$ cat config.mk
export PLATFORM = sky130hd
export DESIGN_NAME = video_timing_gen
export DESIGN_NICKNAME = d
export VERILOG_FILES = /design/src/rtl/video_timing_gen.sv
export SDC_FILE = /design/constraint.sdc
export NUM_CORES = 1
export LEC_CHECK = 0
export ABC_AREA = 1
export CAP_MARGIN = 10
export CORE_MARGIN = 1
export CORE_UTILIZATION = 57
export CTS_BUF_LIST = sky130_fd_sc_hd__clkbuf_8
export CTS_CLUSTER_DIAMETER = 30
export CTS_CLUSTER_SIZE = 12
export DETAILED_ROUTE_END_ITERATION = 7
export GPL_TIMING_DRIVEN = 0
export HOLD_SLACK_MARGIN = 0.06
export PLACE_DENSITY = 0.89
export SLEW_MARGIN = 20
export SYNTH_ARGS = -nofsm -noshare
export SYNTH_HDL_FRONTEND = slang
export SYNTH_SLANG_ARGS = --single-unit
$ cat constraint.sdc
create_clock -name i_clk_74M -period 2.1 [get_ports i_clk_74M]
set_input_delay 0.21 -clock i_clk_74M [delete_from_list [all_inputs] [get_ports i_clk_74M]]
set_output_delay 0.21 -clock i_clk_74M [all_outputs]
set_load 0.1 [all_outputs]
$ cat src/rtl/video_timing_gen.sv
// rtl/video_timing_gen.sv - free-running raster timing generator (default 1280x720p60)
//
// Purpose: horizontal/vertical pixel counters plus HSYNC, VSYNC, data-enable
// and frame-start strobes. The active picture begins at counter value (0,0),
// so (o_hcnt, o_vcnt) are directly the pixel coordinates.
//
// Optional macro: VTG_PIPE_EN -- strobes pass through a PIPE_DLY-stage delay
// line and lag the counters by exactly PIPE_DLY clocks.
//
// Ports:
//   i_clk_74M      in   pixel clock
//   i_rst_n        in   asynchronous active-low reset
//   i_en           in   count enable; low freezes all state
//   o_hcnt[11:0]   out  horizontal counter, 0..H_TOTAL-1
//   o_vcnt[11:0]   out  vertical counter, 0..V_TOTAL-1
//   o_hsync        out  horizontal sync, asserted level H_POL
//   o_vsync        out  vertical sync, asserted level V_POL
//   o_de           out  high inside the active picture
//   o_frame_start  out  high while counters are (0,0)
module video_timing_gen #(
  parameter int H_ACTIVE = 1280,
  parameter int H_FP     = 110,
  parameter int H_SYNC   = 40,
  parameter int H_BP     = 220,
  parameter int V_ACTIVE = 720,
  parameter int V_FP     = 5,
  parameter int V_SYNC   = 5,
  parameter int V_BP     = 20,
  parameter bit H_POL    = 1'b1,
  parameter bit V_POL    = 1'b1,
  parameter int PIPE_DLY = 2
) (
  input  logic        i_clk_74M,
  input  logic        i_rst_n,
  input  logic        i_en,
  output logic [11:0] o_hcnt,
  output logic [11:0] o_vcnt,
  output logic        o_hsync,
  output logic        o_vsync,
  output logic        o_de,
  output logic        o_frame_start
);

  localparam int H_TOTAL = H_ACTIVE + H_FP + H_SYNC + H_BP;
  localparam int V_TOTAL = V_ACTIVE + V_FP + V_SYNC + V_BP;

  generate
    if (H_TOTAL > 4096 || V_TOTAL > 4096) begin : g_bad_total
      $error("video_timing_gen: H_TOTAL and V_TOTAL must not exceed 4096");
    end
  endgenerate

  localparam logic [11:0] H_LAST = 12'(H_TOTAL - 1);
  localparam logic [11:0] V_LAST = 12'(V_TOTAL - 1);

  // 13-bit bounds so a parameter equal to 4096 still compares correctly.
  localparam logic [12:0] H_ACT_B = 13'(H_ACTIVE);
  localparam logic [12:0] H_SS_B  = 13'(H_ACTIVE + H_FP);
  localparam logic [12:0] H_SE_B  = 13'(H_ACTIVE + H_FP + H_SYNC);
  localparam logic [12:0] V_ACT_B = 13'(V_ACTIVE);
  localparam logic [12:0] V_SS_B  = 13'(V_ACTIVE + V_FP);
  localparam logic [12:0] V_SE_B  = 13'(V_ACTIVE + V_FP + V_SYNC);

  // Strobe vector layout: {hsync, vsync, de, frame_start}.
  localparam logic [3:0] STRB_IDLE = {~H_POL, ~V_POL, 2'b00};

  logic [11:0] hcnt_q, hcnt_d;
  logic [11:0] vcnt_q, vcnt_d;
  logic [3:0]  strb_q, strb_d;
  logic [12:0] hx, vx;
  logic        hs_act, vs_act;

  always_comb begin
    hcnt_d = hcnt_q + 12'd1;
    vcnt_d = vcnt_q;
    if (hcnt_q == H_LAST) begin
      hcnt_d = '0;
      vcnt_d = (vcnt_q == V_LAST) ? 12'd0 : vcnt_q + 12'd1;
    end

    // Strobes derive from the next counter values so that, once registered,
    // they line up with the counters in the same cycle. vcnt only moves at
    // the line boundary, so VSYNC edges fall on hcnt==0 by construction.
    hx     = {1'b0, hcnt_d};
    vx     = {1'b0, vcnt_d};
    hs_act = (hx >= H_SS_B) && (hx < H_SE_B);
    vs_act = (vx >= V_SS_B) && (vx < V_SE_B);
    strb_d = {H_POL ? hs_act : ~hs_act,
              V_POL ? vs_act : ~vs_act,
              (hx < H_ACT_B) && (vx < V_ACT_B),
              (hcnt_d == 12'd0) && (vcnt_d == 12'd0)};
  end

  always_ff @(posedge i_clk_74M or negedge i_rst_n) begin
    if (!i_rst_n) begin
      hcnt_q <= '0;
      vcnt_q <= '0;
      strb_q <= STRB_IDLE;
    end else if (i_en) begin
      hcnt_q <= hcnt_d;
      vcnt_q <= vcnt_d;
      strb_q <= strb_d;
    end
  end

  assign o_hcnt = hcnt_q;
  assign o_vcnt = vcnt_q;

`ifdef VTG_PIPE_EN
  generate
    if (PIPE_DLY < 1 || PIPE_DLY > 8) begin : g_bad_dly
      $error("video_timing_gen: PIPE_DLY must be in 1..8");
    end
  endgenerate

  // Stage i lags the counter-aligned strobes by i+1 clocks.
  logic [3:0] pipe_q [PIPE_DLY];

  always_ff @(posedge i_clk_74M or negedge i_rst_n) begin
    if (!i_rst_n) begin
      for (int i = 0; i < PIPE_DLY; i++) pipe_q[i] <= STRB_IDLE;
    end else if (i_en) begin
      pipe_q[0] <= strb_q;
      for (int i = 1; i < PIPE_DLY; i++) pipe_q[i] <= pipe_q[i-1];
    end
  end

  assign {o_hsync, o_vsync, o_de, o_frame_start} = pipe_q[PIPE_DLY-1];
`else
  assign {o_hsync, o_vsync, o_de, o_frame_start} = strb_q;
`endif

endmodule

==> impl_summary.txt <==
----------------------------------------------------
[STA]
  Transition at the pin with the smallest max-transition slack ... slightly below 1 ns
  Number of hold violations in the final report ... 0
  Unrepaired setup endpoints after global routing ... false
  Worst rel slew slack ... 0.352
  Number of pins with negative max-slew slack in the final report ... 0
  Final clock period utilization by the worst path ... 0.984
  Min cycle time layout ... 2.07 ns
  Final setup violation count ... 0
  Maximum operating frequency ... 0.484 GHz
  Final setup skew ... 0.00898 ns

[Layout]
  Design area ... 2730 um^2
  Final standard cell count with taps included and fillers excluded ... 429
  Number of antenna repair diodes ... 0
  Area occupied by registers ... 724 um^2
  Nets ... 389
  Fraction of layout instances using a drive strength above 1 ... 0.165
  Leading cell type in the layout, fill and taps excluded ... sky130_fd_sc_hd__nand2_1
  Commonest non-fill, non-tap cells in the layout ... 104 x sky130_fd_sc_hd__nand2_1, 39 x sky130_fd_sc_hd__nor2_1, 38 x sky130_fd_sc_hd__inv_1
  Fill cells ... 325
  Syn-to-layout area delta ... 23.4%
  Area of the multi-input gates ... 1320 um^2

[Floorplanning]
  Die area ... 4130 um^2
  Die outline width ... between 60 and 70 um
  Placement Rows ... 22
  Placeable Area ... 3690 um^2
  Initial standard-cell utilization of the core ... 0.599
  Number of ports placed on the die boundary ... 31
  Die Height ... 64.3 um

[Critical path]
  Crit-path slowest cell ... sky130_fd_sc_hd__clkdlybuf4s50_1
  CP Max Fanout ... 6
  R2R Setup Slk ... 0.17 ns
  Crit path arrival time ... 1.86 ns
  CP Data Required Time ... 1.89 ns
  Longest individual stage delay on the worst path ... 1.14 ns
  Critical path start-end classification ... reg2out
  Setup crit start kind ... flop
  Cell family with the largest share of critical-path delay ... buffers and inverters
  CP Buf/Inv Count ... 1
  Type of destination of the critical path ... primary output
  Cell Chain, Critical Path ... clkdlybuf4s50_1

[Synthesis]
  Top area cells in the synthesized netlist ... sky130_fd_sc_hd__dfrtp_1 32%, sky130_fd_sc_hd__nand2_1 18%, sky130_fd_sc_hd__nand3_1 8.4%, sky130_fd_sc_hd__nor2_1 7.0%, sky130_fd_sc_hd__inv_1 6.5%
  Distinct cell type count after synthesis ... 30
  Number of warnings issued by yosys ... 0
  Synthesized Nets ... around 350
  Number of synthesized register bits ... 28
  Seq/Total Area, Yosys ... 0.317
  Average cell area after synthesis ... 6.40 um^2
  Largest area contributor in the synthesized netlist ... sky130_fd_sc_hd__dfrtp_1
  Proportion of netlist area held by the largest area contributor ... 0.317
  Synthesized instance count ... 345
  Post-Syn Area ... 2210 um^2

[Pwr]
  Static Leak ... 1.38 nW
  Total power density per cell area ... 1130 nW/um^2
  Maximum resistive drop on vdd ... 0.000607 V

[Clock network]
  Clock network latency to the later pin of the worst-skew pair ... 0.29 ns
  H-tree Lvls ... 1
  Clock buffer depth ... 2
  TritonCTS Buffers ... 3
  TritonCTS clock tree ... done
  Number of clock sinks ... 28
  Buffer type at the clock tree root ... sky130_fd_sc_hd__clkbuf_8
  Clock-pin slew on the worst setup and hold paths ... roughly 0.11 ns

[Placed design]
  Weighted congestion reported at the end of routability-driven placement ... 0.989
  Half-perimeter wire length after placement ... 4330 um
  Cell count after placement ... 423
  Input/output buffers ... 30
  DP Area ... 2590 um^2

[Global routing]
  Grt met1 use ... 0.408
  GRT Max-Usage Layer ... met2
  Met3 track utilization from global routing ... 0.0321
  Global route total overflow ... 0
  Met2 usage ... 0.561
  Largest net degree at the start of global routing ... 29
  Global-route wire length before repair ... 10400 um
  GR Util All Layers ... 0.321
  Initial antenna violation count ... 0
  Number of global-route vias before repair ... ~2.3k

[Route]
  Total wire length ... 6000 um
  Number of nets with antenna violations after detailed routing ... 0
  Avg Vias per Cell ... 5.71
  # DRC ... 0
  DRT Pass-1 Iters ... 5
  Routed length per placed instance ... roughly 14 um
  Via total after detailed routing ... roughly 2.4k
  DR iter-0 viols ... between 200 and 250

[Flow run]
  MaxCap Viol Count ... 0

[Status]
  Result of the run ... finished clean

[Worst hold path]
  Path class of the lowest-slack min-delay path ... in2async

----------------------------------------------------
what timing repair did:
| item | 4_1_cts | 5_1_grt |
|---|---|---|
| hold buffers | 1 | 0 |
| endpoints found under the hold margin | 28 | 0 |
| gates resized for setup | 7 | 16 |
| cloned | 0 | 0 |
| buffers inserted | 0 | 1 |
| endpoints found under the setup margin | 7 | 10 |
| pin swaps | 0 | 2 |
cell type report:
class,count,area share
clock inverter,1,0.0110
timing repair buffer,32,0.119
tap,48,0.0220
clock buffer,3,0.0151
buffer,9,0.0188
multi-input combinational,262,0.485
sequential,28,0.266
inverter,46,0.0633
sequential cells by signal, summed over array words and instances, names as in the netlist:
register  count
o_vcnt       12
o_hcnt       12
strb_q        4
power breakdown:
part           total, W  internal [W]  switching, W
registers      0.000823      0.000662      0.000162
logic           0.00180      0.000425       0.00138
clock network  0.000456      0.000256      0.000200
total           0.00308       0.00134       0.00174
kinds of logic after synthesis:
logic type	count (synthesis)	share of synthesized area
compound gates	40	0.108
simple gates	214	0.437
xor+xnor	4	0.0159
fa+ha+maj	4	0.0227
buf+inv	55	0.0997
flops	28	0.317
worst paths after layout:
check | start | to | depth (start not counted)
worst min register to register | strb_q[0]$_DFFE_PN0P_ | strb_q[0]$_DFFE_PN0P_ | 2
worst min-delay path | i_rst_n | strb_q[0]$_DFFE_PN0P_ | 2
min in group i_clk_74M | strb_q[0]$_DFFE_PN0P_ | strb_q[0]$_DFFE_PN0P_ | 2
worst max-delay path | o_vcnt[4]$_DFFE_PN0P_ | o_vcnt[4] | 1
max in group asynchronous | i_rst_n | o_vcnt[4]$_DFFE_PN0P_ | 2
worst max register to register | o_hcnt[1]$_DFFE_PN0P_ | strb_q[2]$_DFFE_PN0P_ | 12
synthesized netlist by cell type (all sizes together):
cell / n
nand2: 110
nor2: 46
inv: 45
nand3: 41
o21ai: 31
dfrtp: 28
nand4: 11
a21oi: 7
buf: 5
nor3: 5
clkbuf: 4
ha: 4
xor2: 4
clkinv: 1
nand3b: 1
o21a: 1
o22ai: 1
per-layer routing:
layer  up-vias  share of wire
met1      1130           0.43
met4         0          0.028
met2       124           0.48
li1       1177              -
met5         -              0
met3        18          0.063
through the flow:
stage	hold WS (ns)	total power [W]	TNS, ns	setup WS (ns)	util
floorplan	-0.0856	0.00219	-0.00666	-0.00666	-
global placement	0.464	0.00257	0	0.108	0.703
detailed placement	0.275	0.00260	0	0.0599	0.702
CTS	0.493	0.00303	0	0.00647	0.722
global route	0.527	0.00324	0	0.000291	0.739
finish	0.465	0.00308	0	0.0331	0.739
(Power assumes the default switching activity.)
